## config.mk

```make
export PLATFORM = sky130hd
export DESIGN_NAME = sprite_blitter_flat
export DESIGN_NICKNAME = d
export VERILOG_FILES = /design/src/rtl/chip8_pkg.sv /design/src/rtl/sprite_blitter_if.sv /design/src/rtl/sprite_row_expand.sv /design/src/rtl/sprite_blitter.sv /design/src/flat_wrapper.sv
export SDC_FILE = /design/constraint.sdc
export NUM_CORES = 1
export LEC_CHECK = 0
export ABC_CLOCK_PERIOD_IN_PS = 10700
export CORE_AREA = 2 2 136 138
export DETAILED_ROUTE_END_ITERATION = 10
export DIE_AREA = 0 0 138 140
export SETUP_SLACK_MARGIN = 0.1
export SLEW_MARGIN = 20
export SYNTH_ARGS = -nofsm -noshare
export SYNTH_HDL_FRONTEND = slang
export SYNTH_HIERARCHICAL = 1
export SYNTH_SLANG_ARGS = --single-unit
```

## constraint.sdc

```tcl
create_clock -name clk -period 10.7 [get_ports clk]
set_input_delay 1.605 -clock clk [delete_from_list [all_inputs] [get_ports clk]]
set_output_delay 1.605 -clock clk [all_outputs]
set_load 0.005 [all_outputs]
```

## src/rtl/chip8_pkg.sv

```systemverilog
// -----------------------------------------------------------------------------
// chip8_pkg
// Shared constants and types for the CHIP-8 style sprite blitter.
//   - Screen geometry (framebuffer pixels, words per row, row count)
//   - Blitter FSM state enum (WAITV exists only when BLIT_VSYNC_WAIT_EN is set)
//   - fb_word_addr(): row/word -> framebuffer word address
// Macro: BLIT_VSYNC_WAIT_EN (optional vertical-blank start gating).
// -----------------------------------------------------------------------------
package chip8_pkg;

    localparam int SCREEN_W      = 128;
    localparam int SCREEN_H      = 64;
    localparam int WORDS_PER_ROW = 8;
    localparam int ROW_COUNT     = 64;

    typedef enum logic [3:0] {
        IDLE   = 4'd0,
        FETCH  = 4'd2,
        FETCH2 = 4'd3,
        FETCH3 = 4'd4,
        RD0    = 4'd5,
        WR0    = 4'd6,
        RD1    = 4'd7,
        WR1    = 4'd8,
        DONE   = 4'd9
`ifdef BLIT_VSYNC_WAIT_EN
        ,
        WAITV  = 4'd1
`endif
    } blit_state_e;

    // 8 words of 16 pixels per row, so the word address is row*8 + word.
    function automatic logic [8:0] fb_word_addr(input logic [5:0] row, input logic [2:0] word);
        return {row, word};
    endfunction

endpackage

```

## src/rtl/sprite_blitter_if.sv

```systemverilog
// -----------------------------------------------------------------------------
// sprite_blitter_if
// Memory-side bus of the sprite blitter: sprite ROM/RAM read port and the
// framebuffer read/write port. Both memories return read data one cycle after
// the address is presented.
//   master (blitter): drives spr_addr, fbuf_addr, fbuf_wdata, fbuf_we
//   slave  (memory) : drives spr_data, fbuf_rdata
// -----------------------------------------------------------------------------
interface sprite_blitter_if;

    logic [11:0] spr_addr;
    logic [7:0]  spr_data;
    logic [8:0]  fbuf_addr;
    logic [15:0] fbuf_rdata;
    logic [15:0] fbuf_wdata;
    logic        fbuf_we;

    modport master (
        output spr_addr,
        output fbuf_addr,
        output fbuf_wdata,
        output fbuf_we,
        input  spr_data,
        input  fbuf_rdata
    );

    modport slave (
        input  spr_addr,
        input  fbuf_addr,
        input  fbuf_wdata,
        input  fbuf_we,
        output spr_data,
        output fbuf_rdata
    );

endinterface

```

## src/rtl/sprite_row_expand.sv

```systemverilog
// -----------------------------------------------------------------------------
// sprite_row_expand
// Combinational: turns one sprite row into the two framebuffer XOR masks.
//   byte_hi_i/byte_lo_i : sprite row bytes (lo is 0 for 8-px sprites)
//   hires_i             : 0 doubles every sprite bit horizontally (lores)
//   shift_i             : pixel offset inside the first framebuffer word
//   mask0_o/mask1_o     : masks for word w0 and word w0+1
// -----------------------------------------------------------------------------
module sprite_row_expand (
    input  logic [7:0]  byte_hi_i,
    input  logic [7:0]  byte_lo_i,
    input  logic        hires_i,
    input  logic [3:0]  shift_i,
    output logic [15:0] mask0_o,
    output logic [15:0] mask1_o
);

    logic [15:0] pattern;
    logic [31:0] shifted;

    always_comb begin
        pattern = {byte_hi_i, byte_lo_i};
        if (!hires_i) begin
            // Each lores pixel covers two adjacent framebuffer pixels.
            for (int b = 0; b < 8; b++) begin
                pattern[2*b]   = byte_hi_i[b];
                pattern[2*b+1] = byte_hi_i[b];
            end
        end
        // Place the 16-px pattern across a 32-px window starting at word w0.
        shifted = {pattern, 16'h0000} >> shift_i;
        mask0_o = shifted[31:16];
        mask1_o = shifted[15:0];
    end

endmodule

```

## src/rtl/sprite_blitter.sv

```systemverilog
// -----------------------------------------------------------------------------
// sprite_blitter
// XOR-draws a CHIP-8/SCHIP sprite into a 64x8-word (128x64 px) framebuffer,
// reporting collision when any set pixel is flipped off.
// Ports:
//   clk, res (sync, active-low)
//   hires        : 1 = 128x64, 0 = 64x32 with 2x2 pixel doubling
//   start        : one-cycle draw request, ignored while busy
//   x, y, n      : sprite position and row count (n=0 -> 16 rows; 16x16 in hires)
//   i_addr       : sprite base address
//   bus          : sprite memory + framebuffer bus (sprite_blitter_if.master)
//   beam_outside : display is not scanning the framebuffer
//   busy, done, collision
// Macro: BLIT_VSYNC_WAIT_EN -- when defined, drawing waits in WAITV until
// beam_outside is high; otherwise beam_outside is ignored.
// -----------------------------------------------------------------------------
module sprite_blitter
    import chip8_pkg::*;
(
    input  logic             clk,
    input  logic             res,
    input  logic             hires,
    input  logic             start,
    input  logic [6:0]       x,
    input  logic [5:0]       y,
    input  logic [3:0]       n,
    input  logic [11:0]      i_addr,
    sprite_blitter_if.master bus,
    input  logic             beam_outside,
    output logic             busy,
    output logic             done,
    output logic             collision
);

    blit_state_e state_q, state_d;
    logic        coll_q, coll_d;

    logic        hires_q, hires_d;
    logic        wide_q, wide_d;
    logic [11:0] base_q, base_d;
    logic [6:0]  col_q, col_d;       // framebuffer pixel column of the sprite
    logic [6:0]  fb_row_q, fb_row_d; // extra bit flags running past row 63
    logic [4:0]  row_q, row_d;       // sprite row being drawn
    logic [4:0]  rows_q, rows_d;     // total sprite rows
    logic        sub_q, sub_d;       // lores: second framebuffer copy of the row
    logic [7:0]  hi_q, hi_d;
    logic [7:0]  lo_q, lo_d;

    logic [15:0] mask0, mask1;
    logic [2:0]  w0;
    logic [11:0] row_addr;
    logic [6:0]  fb_row_nx;
    logic [4:0]  row_nx;
    logic        adv;

    logic [11:0] spr_addr_c;
    logic [8:0]  fbuf_addr_c;
    logic [15:0] fbuf_wdata_c;
    logic        fbuf_we_c;

`ifndef BLIT_VSYNC_WAIT_EN
    logic unused_beam_outside;
    assign unused_beam_outside = beam_outside;
`endif

    sprite_row_expand u_expand (
        .byte_hi_i (hi_q),
        .byte_lo_i (lo_q),
        .hires_i   (hires_q),
        .shift_i   (col_q[3:0]),
        .mask0_o   (mask0),
        .mask1_o   (mask1)
    );

    assign w0        = col_q[6:4];
    assign fb_row_nx = fb_row_q + 7'd1;
    assign row_nx    = row_q + 5'd1;
    assign row_addr  = base_q + (wide_q ? {6'b0, row_q, 1'b0} : {7'b0, row_q});

    always_comb begin
        state_d  = state_q;
        coll_d   = coll_q;
        hires_d  = hires_q;
        wide_d   = wide_q;
        base_d   = base_q;
        col_d    = col_q;
        fb_row_d = fb_row_q;
        row_d    = row_q;
        rows_d   = rows_q;
        sub_d    = sub_q;
        hi_d     = hi_q;
        lo_d     = lo_q;
        adv      = 1'b0;
        spr_addr_c   = 12'h000;
        fbuf_addr_c  = 9'h000;
        fbuf_wdata_c = 16'h0000;
        fbuf_we_c    = 1'b0;

        case (state_q)
            IDLE: begin
                if (start) begin
                    hires_d  = hires;
                    wide_d   = hires && (n == 4'd0);
                    base_d   = i_addr;
                    // Lores coordinates wrap at 64x32 and are doubled onto the framebuffer.
                    col_d    = hires ? x : {x[5:0], 1'b0};
                    fb_row_d = hires ? {1'b0, y} : {1'b0, y[4:0], 1'b0};
                    rows_d   = (n == 4'd0) ? 5'd16 : {1'b0, n};
                    row_d    = 5'd0;
                    sub_d    = 1'b0;
                    coll_d   = 1'b0;
`ifdef BLIT_VSYNC_WAIT_EN
                    state_d  = WAITV;
`else
                    state_d  = FETCH;
`endif
                end
            end
`ifdef BLIT_VSYNC_WAIT_EN
            WAITV: begin
                if (beam_outside) state_d = FETCH;
            end
`endif
            FETCH: begin
                spr_addr_c = row_addr;
                state_d    = FETCH2;
            end
            FETCH2: begin
                hi_d = bus.spr_data;
                lo_d = 8'h00;
                if (wide_q) begin
                    spr_addr_c = row_addr + 12'd1;
                    state_d    = FETCH3;
                end else begin
                    state_d    = RD0;
                end
            end
            FETCH3: begin
                lo_d    = bus.spr_data;
                state_d = RD0;
            end
            RD0: begin
                fbuf_addr_c = fb_word_addr(fb_row_q[5:0], w0);
                state_d     = WR0;
            end
            WR0: begin
                fbuf_addr_c  = fb_word_addr(fb_row_q[5:0], w0);
                fbuf_wdata_c = bus.fbuf_rdata ^ mask0;
                fbuf_we_c    = 1'b1;
                if ((bus.fbuf_rdata & mask0) != 16'h0000) coll_d = 1'b1;
                // Second word is off-screen or untouched: skip its read-modify-write.
                if (w0 == 3'd7 || mask1 == 16'h0000) adv = 1'b1;
                else state_d = RD1;
            end
            RD1: begin
                fbuf_addr_c = fb_word_addr(fb_row_q[5:0], w0 + 3'd1);
                state_d     = WR1;
            end
            WR1: begin
                fbuf_addr_c  = fb_word_addr(fb_row_q[5:0], w0 + 3'd1);
                fbuf_wdata_c = bus.fbuf_rdata ^ mask1;
                fbuf_we_c    = 1'b1;
                if ((bus.fbuf_rdata & mask1) != 16'h0000) coll_d = 1'b1;
                adv = 1'b1;
            end
            DONE: begin
                state_d = IDLE;
            end
            default: begin
                state_d = IDLE;
            end
        endcase

        // End of a framebuffer row: lores repeats the same byte on the next
        // row, otherwise move on to the next sprite row. Drawing stops at the
        // bottom edge.
        if (adv) begin
            fb_row_d = fb_row_nx;
            if (!hires_q && !sub_q) begin
                sub_d   = 1'b1;
                state_d = fb_row_nx[6] ? DONE : RD0;
            end else begin
                sub_d   = 1'b0;
                row_d   = row_nx;
                state_d = (row_nx == rows_q || fb_row_nx[6]) ? DONE : FETCH;
            end
        end
    end

    always_ff @(posedge clk) begin
        if (!res) begin
            state_q <= IDLE;
            coll_q  <= 1'b0;
        end else begin
            state_q <= state_d;
            coll_q  <= coll_d;
        end
    end

    always_ff @(posedge clk) begin
        hires_q  <= hires_d;
        wide_q   <= wide_d;
        base_q   <= base_d;
        col_q    <= col_d;
        fb_row_q <= fb_row_d;
        row_q    <= row_d;
        rows_q   <= rows_d;
        sub_q    <= sub_d;
        hi_q     <= hi_d;
        lo_q     <= lo_d;
    end

    assign bus.spr_addr   = spr_addr_c;
    assign bus.fbuf_addr  = fbuf_addr_c;
    assign bus.fbuf_wdata = fbuf_wdata_c;
    assign bus.fbuf_we    = fbuf_we_c;

    assign busy      = (state_q != IDLE);
    assign done      = (state_q == DONE);
    assign collision = coll_q;

endmodule

```

## src/flat_wrapper.sv

```systemverilog
// flat-port wrapper written by rule: the top's interface ports become plain ports
module sprite_blitter_flat import chip8_pkg::*;
  (clk, res, hires, start, x, y, n, i_addr, beam_outside, busy, done, collision, bus_spr_addr, bus_fbuf_addr, bus_fbuf_wdata, bus_fbuf_we, bus_spr_data, bus_fbuf_rdata);
  sprite_blitter_if bus_i ();
  input  logic clk;
  input  logic res;
  input  logic hires;
  input  logic start;
  input  logic [6:0] x;
  input  logic [5:0] y;
  input  logic [3:0] n;
  input  logic [11:0] i_addr;
  input  logic beam_outside;
  output logic busy;
  output logic done;
  output logic collision;
  output wire logic [$bits(bus_i.spr_addr)-1:0] bus_spr_addr;
  output wire logic [$bits(bus_i.fbuf_addr)-1:0] bus_fbuf_addr;
  output wire logic [$bits(bus_i.fbuf_wdata)-1:0] bus_fbuf_wdata;
  output wire logic [$bits(bus_i.fbuf_we)-1:0] bus_fbuf_we;
  input wire logic [$bits(bus_i.spr_data)-1:0] bus_spr_data;
  input wire logic [$bits(bus_i.fbuf_rdata)-1:0] bus_fbuf_rdata;
  assign bus_spr_addr = bus_i.spr_addr;
  assign bus_fbuf_addr = bus_i.fbuf_addr;
  assign bus_fbuf_wdata = bus_i.fbuf_wdata;
  assign bus_fbuf_we = bus_i.fbuf_we;
  assign bus_i.spr_data = bus_spr_data;
  assign bus_i.fbuf_rdata = bus_fbuf_rdata;
  sprite_blitter u_core (.clk(clk), .res(res), .hires(hires), .start(start), .x(x), .y(y), .n(n), .i_addr(i_addr), .bus(bus_i), .beam_outside(beam_outside), .busy(busy), .done(done), .collision(collision));
endmodule
```

Yosys cells after proc, flatten, opt, wreduce, memory -nomap -nowiden
Index checks and enable logic that the tools add are counted. W data, S select, Z words.

Reduce and logical (&&, ||, !) cells: 23. $add $sub $neg: 5. Muxes and demuxes: 35. Bitwise logic cells: 4. Equality and inequality tests: 16. Shift-type cells: 1.

Operator list (count): $and A16 B16 Y16 (2); $pmux W16 S2 (1); $pmux W4 S8 (1); $reduce_bool A16 Y1 (2); $shr A32 B4 Y32 (1); $xor A16 B16 Y16 (2); $mux W7 (4); $mux W5 (5); $mux W4 (6); $pmux W12 S2 (1); $pmux W9 S2 (1); $eq A4 B3 Y1 const B (4); $logic_not A16 Y1 (1); $pmux W8 S2 (1); $mux W15 (1); $add A12 B1 Y12 const B (1); $add A12 B12 Y12 (1); $mux W12 (1); $mux W6 (2); $mux W1 (9); $eq A4 B2 Y1 const B (2); $eq A4 B4 Y1 const B (2); $logic_not A4 Y1 (2); $add A7 B1 Y7 const B (1); 19 further kinds (30).

Output and inout bits: 41. Word-level logic and storage cells: 98. Input bits: 58. Bits in registers: 60.

Longest topological paths before layout
Gate-level depths: netlist (run 1).

Depth in word-level cells: 8. Mapped depth: 13. Depth with buffers taken out: 11.

Modules after synthesis
The synthesis (run 1) kept the hierarchy.

By module, submodules not included: sprite_blitter (seq. area each 1701.6 sq um, area an instance 4062.6 sq um, cells an instance 408, times used 1); sprite_row_expand (seq. area each 0.0 sq um, area an instance 1164.9 sq um, cells an instance 169, times used 1).

Worst setup path after synthesis (run 1)
No wires, ideal clock.

Kind: reg-to-output. Start: register u_core.wide_q. End: output bus_spr_addr[10]. Arrival time: 3.091 ns. Data required time: 9.095 ns. Stages on the path, launching flop included: 10. Slack: 6.004 ns. Buffers on the path: 1. Cell sequence: edfxtp_1 > clkbuf_1 > mux2_2 > fa_1 > a211oi_2 > nor2_1 > xor2_1 > nand4_2 > or4_1 > o211ai_1.

Longest elaborated chain between the ends: 5.

Ends and longest elaborated chain: start, declared (line sprite_blitter.sv:39) `logic wide_q, wide_d;`; start signal, assigned (line sprite_blitter.sv:202) `wide_q <= wide_d;`; $mux W6 (line sprite_blitter.sv:78) `assign row_addr = base_q + (wide_q ? {6'b0, row_q, 1'b0} : {7'b0, row_q});`; $add A12 B12 Y12 (line sprite_blitter.sv:78); $add A12 B1 Y12 (line sprite_blitter.sv:132) `spr_addr_c = row_addr + 12'd1;`; $mux W12 (line sprite_blitter.sv:131) `if (wide_q) begin`; $pmux W12 S2 * (line sprite_blitter.sv:99) `case (state_q)`; end, declared (line flat_wrapper.sv:17) `output wire logic [$bits(bus_i.spr_addr)-1:0] bus_spr_addr;`.

Mark *: on every way between the ends. The rest lies on a longest branch, timed or not.

Final worst setup path (run 1)
Same ends and word-level chain as after synthesis.

==> results of run 1 <==
## flip-flops by register name (all words and copies together) (netlist names)
register and count:
u_core/state_q 4, u_core/col_q 7, u_core/fb_row_q 7, u_core/hires_q 1, u_core/base_q 12, u_core/lo_q 8, u_core/hi_q 8, u_core/rows_q 5
u_core/row_q 5, u_core/collision 1, u_core/wide_q 1, u_core/sub_q 1
## kinds of logic (layout without fill, tap and decap cells)
group	after synthesis	after routing	synth area share
DFF	60	60	0.3255
and+or+nand+nor	210	210	0.1970
buffers and inverters	44	125	0.03949
other	1	1	0.0007174
AOI/OAI and AO/OA	136	136	0.1826
adders and majority gates	12	12	0.03016
muxes	73	73	0.1544
xor gates and xnor gates	41	41	0.07013
## synthesized netlist by cell type (all sizes together), types with 8 or more instances
master | count | area share
a21oi | 17 | 0.017
a22oi | 17 | 0.024
and2 | 24 | 0.029
buf | 20 | 0.022
clkbuf | 16 | 0.011
dfxtp | 10 | 0.038
edfxtp | 50 | 0.29
ha | 11 | 0.026
inv | 8 | 0.0057
mux2 | 18 | 0.039
mux2i | 51 | 0.098
nand2 | 46 | 0.033
nand3 | 21 | 0.020
nand4 | 8 | 0.011
nor2 | 58 | 0.042
nor3 | 16 | 0.015
nor4 | 9 | 0.011
o21ai | 35 | 0.034
o22ai | 9 | 0.012
xnor2 | 10 | 0.017
xor2 | 31 | 0.053
## path summary, 6_finish.rpt
| path | from | endpoint | slack (ps) | depth (start not counted) |
|---|---|---|---|---|
| min | u_core/collision | u_core/collision | 510 | 1 |
| min reg2reg | u_core/collision | u_core/collision | 510 | 1 |
| max | u_core/wide_q | bus_spr_addr[10] | 4910 | 9 |
| max reg2reg | u_core/col_q[0] | u_core/fb_row_q[2] | 6510 | 9 |
## where the power goes
group	switching, mW	leakage [nW]	internal [mW]
Combinational	0.0980	1.70	0.0911
Sequential	0.0215	0.540	0.271
Clock	0.0996	0.139	0.179
Total	0.219	2.37	0.541
## final cells by class
type,instances,area [um^2]
Sequential cell,60,1702
Inverter,8,30.03
Timing Repair Buffer,101,1008
Multi-Input combinational cell,473,3326
Clock inverter,5,52.55
Fill cell,1814,11140
Clock buffer,11,232.7
Tap cell,229,286.5
## metal layers
| metal | routed length, um | up-vias | share of wire | track usage |
|---|---|---|---|---|
| li1 | - | 2324 | - | - |
| met1 | 6520 | 2083 | 0.47 | 0.1954 |
| met2 | 6299 | 153 | 0.45 | 0.2269 |
| met3 | 780 | 21 | 0.056 | 0.02803 |
| met4 | 348 | 0 | 0.025 | 0.05424 |
| met5 | 0 | - | 0 | 0 |
## critical path: stages, from the launching register on
cell	delay [ps]
edfxtp_1	540
mux2_2	410
fa_1	460
a211oi_2	370
nor2_1	100
xor2_1	510
nand4_2	240
or4_1	520
o211ai_1	180
clkdlybuf4s50_1	520
==> run metrics, run 1 <==
core area=0.01778 mm^2; Syn. warnings=6; Synth async-reset ratio=0; DRC errors left=0; number of library cell types mapped by synthesis=72; number of global-route vias before repair=4431; commonest non-fill, non-tap cells in the layout=97 x clkdlybuf4s50_1, 58 x nor2_1, 51 x mux2i_1, 50 x edfxtp_1, 46 x nand2_1; unrepaired setup endpoints after global routing=no; Post-Layout Cell Count=887; TritonCTS clock tree=built; width of the die=138 um; die height=140 um; Fin Hold WS=509.7 ps; final core occ=0.3733; Top Ports=99; final worst setup slack=4911 ps; critical path class=register to output port; setup slack at placement=5266 ps; WP data required=9100 ps; period utilization=0.5410; maximum fanout along the worst path=9; WP data arrival=4180 ps; Post-synth EDFFs=50; startpoint types=register; GPL Wtd Cong=0.8760; synthesized net count=647; # setup viols final=0; Leakage=2.375 nW; synthesized instance count=577; worst skew pair latency=320 ps; Synth Register Bits=60; Initial DRC Count=381; worst slew pin tran=1046 ps; Worst VDD drop=0.06700 mV; Post-DP Area=0.006337 mm^2; clock skew=6.137 ps; row cnt=49; Pre-antenna DRT Iters=5; initial antenna violation count=0; Avg Cell Area, Syn=9.060 um^2; clock tree buffer depth=2; total power=0.7602 mW; post-placement cell count=870; sequential area share after synthesis=0.3255; ant diodes=0; drt total wl=13950 um; Final ANT Viol Nets=0; Final min period=5789 ps; Overflow after GRT=0; # hold bufs at CTS=0; TritonCTS Buffers=9; Clk pin slew, worst setup/hold paths=50 ps; Max Clk Rate=0.1727 GHz; drt via density=5.165; Die Area=0.01932 mm^2; post-CTS setup buffer count=0; DP HPWL=10890 um; largest net degree at the start of global routing=34; final setup TNS=0 ps; clk root buf=clkbuf_16; Layout Nets=723; clock sinks=60; share of layout cells above drive strength 1=0.09574; commonest non-fill, non-tap cell in the layout=clkdlybuf4s50_1; Final Slew Violations=0; Finished Cell Area=0.006638 mm^2; status=completed; Initial Util=0.2940; first-pass GRT wire length=22830 um; worst min path class=register to register; main flop type after synthesis=edfxtp_1; endpoint class of the critical path=output port; Slew HR=0.3027; total of max-cap violations=0; PwrDens=114.5 mW/mm^2; CTS-repair resized insts=0; CTS H-tree depth=3; # port buffers=97; aggregate global-route resource usage=0.1437; vias=4581; area delta synth->final=26.97%; synthesized cell area=0.005228 mm^2; final hold violations=0; DR WL/cell=15.72 um
Note: power is estimated with default switching activity, not from simulation.
==> run 2, diff against run 1 <==
ABC_CLOCK_PERIOD_IN_PS = 5330   (was 10700)
clock period = 5.33 ns   (was 10.7 ns; I/O delays follow)
==> run metrics, run 2 (synthesized netlist as in run 1, its figures left out) <==
status=completed; Final Slew Violations=0; post-CTS setup buffer count=0; Clk pin slew, worst setup/hold paths=50 ps; die height=140 um; maximum fanout along the worst path=9; total of max-cap violations=0; worst skew pair latency=330 ps; final core occ=0.3766; DRC errors left=0; slowest cell delay on critical path=540 ps; unrepaired setup endpoints after global routing=no; endpoint class of the critical path=output port; clk root buf=clkbuf_16; worst min path class=register to register; PwrDens=234.5 mW/mm^2; aggregate global-route resource usage=0.1450; share of layout cells above drive strength 1=0.09848; Worst VDD drop=0.1807 mV; DP HPWL=11020 um; final setup TNS=0 ps; drt via density=5.246; Initial DRC Count=342; Worst path slowest cell=edfxtp_1; # port buffers=97; setup slack at placement=883.7 ps; clock sinks=60; clock skew=8.204 ps; commonest non-fill, non-tap cell in the layout=clkdlybuf4s50_1; startpoint types=register; WP data required=4530 ps; Slew HR=0.2669; Final ANT Viol Nets=0; CTS H-tree depth=3; area delta synth->final=28.08%; commonest non-fill, non-tap cells in the layout=97 x clkdlybuf4s50_1, 58 x nor2_1, 51 x mux2i_1, 50 x edfxtp_1, 46 x nand2_1; biggest regs=u_core/base_q: 12 flops, u_core/hi_q: 8 flops, u_core/lo_q: 8 flops; crit-path cells=mux2_2, ha_1, a211oi_2, nor2_1, xor2_1, nand4_2, or4_1, o211ai_1, clkdlybuf4s50_1; GPL Wtd Cong=0.9073; first-pass GRT wire length=22920 um; WP data arrival=4040 ps; Max Clk Rate=0.2067 GHz; CTS-repair resized insts=0; width of the die=138 um; register area=0.001702 mm^2; row cnt=49; Overflow after GRT=0; FILL cells=1841; Most flops, register=u_core/base_q; largest net degree at the start of global routing=34; Layout Nets=726; worst slew pin tran=1100 ps; final hold violations=0; Die Area=0.01932 mm^2; final worst setup slack=491.8 ps; vias=4669; # hold bufs at CTS=0; Top Ports=99; initial antenna violation count=1; number of global-route vias before repair=4372; clock tree buffer depth=2; Pre-antenna DRT Iters=4; DR WL/cell=16.01 um; max reg flops=12; multi-input logic area=0.003326 mm^2; Final min period=4838 ps; drt total wl=14250 um; period utilization=0.9077; Initial Util=0.2940; Fin Hold WS=514.9 ps; core area=0.01778 mm^2; # setup viols final=0; TritonCTS clock tree=built; Leakage=2.402 nW; critical path class=register to output port; TritonCTS Buffers=9
-- run 2: cell count changes in the layout (fill, tap and decap cells not counted), sizes merged --
| cell | change |
|---|---|
| clkbuf | -2 |
| bufinv | +1 |
| buf | +3 |
| diode | +1 |
-- run 2: critical path: cells and delay by family (launching register included) --
| kind | cells | cell delay [ps] |
|---|---|---|
| simple gates | 3 | 860 |
| compound gates | 2 | 560 |
| flops | 1 | 540 |
| buf+inv | 1 | 530 |
| xor+xnor | 1 | 510 |
| mux | 1 | 420 |
| fa+ha+maj | 1 | 290 |
-- run 2: routing by layer --
| layer | routed length, um | vias up | GRT usage |
|---|---|---|---|
| met5 | 0 | - | 0 |
| met4 | 377 | 0 | 0.05532 |
| met3 | 810 | 22 | 0.03145 |
| met2 | 6401 | 148 | 0.2301 |
| met1 | 6660 | 2169 | 0.1940 |
| li1 | - | 2330 | - |
-- run 2: where the power goes --
| group | internal [mW] | total, mW | switching [mW] | leakage, nW |
|---|---|---|---|---|
| logic | 0.186 | 0.387 | 0.201 | 1.72 |
| registers | 0.545 | 0.586 | 0.0418 | 0.540 |
| clock network | 0.402 | 0.596 | 0.195 | 0.146 |
-- run 2: worst paths after layout --
| path | from | endpoint | slack [ps] | cells past startpoint |
|---|---|---|---|---|
| min reg2reg | u_core/row_q[4] | u_core/row_q[4] | 510 | 2 |
| max reg2reg | u_core/col_q[0] | u_core/row_q[3] | 1540 | 11 |
| min | u_core/row_q[4] | u_core/row_q[4] | 510 | 2 |
| max | u_core/wide_q | bus_spr_addr[10] | 490 | 9 |
-- run 2: final cells by class --
cell class / instances / area share
Inverter: 8 / 0.004485
Clock buffer: 9 / 0.03364
Antenna cell: 1 / 0.0003738
Clock inverter: 6 / 0.01196
Tap cell: 229 / 0.04280
Timing Repair Buffer: 104 / 0.1559
Multi-Input combinational cell: 473 / 0.4967
Sequential cell: 60 / 0.2542
-- run 2: metrics by stage --
stage | instance area [um^2] | total power, mW | cells
after floorplan | 5228 | 0.8377 | 577
after global placement | 6360 | 0.9730 | 873
after detailed placement | 6360 | 0.9751 | 873
after CTS | 6665 | 1.580 | 888
after global routing | 6695 | 1.645 | 890
final | 6695 | 1.570 | 890
==> run 3, diff against run 2 <==
CAP_MARGIN = 10   (was unset)
HOLD_SLACK_MARGIN = 0.03   (was unset)
==> results of run 3 <==
No change in the layout: final DEF, timing and power equal those of run 2.
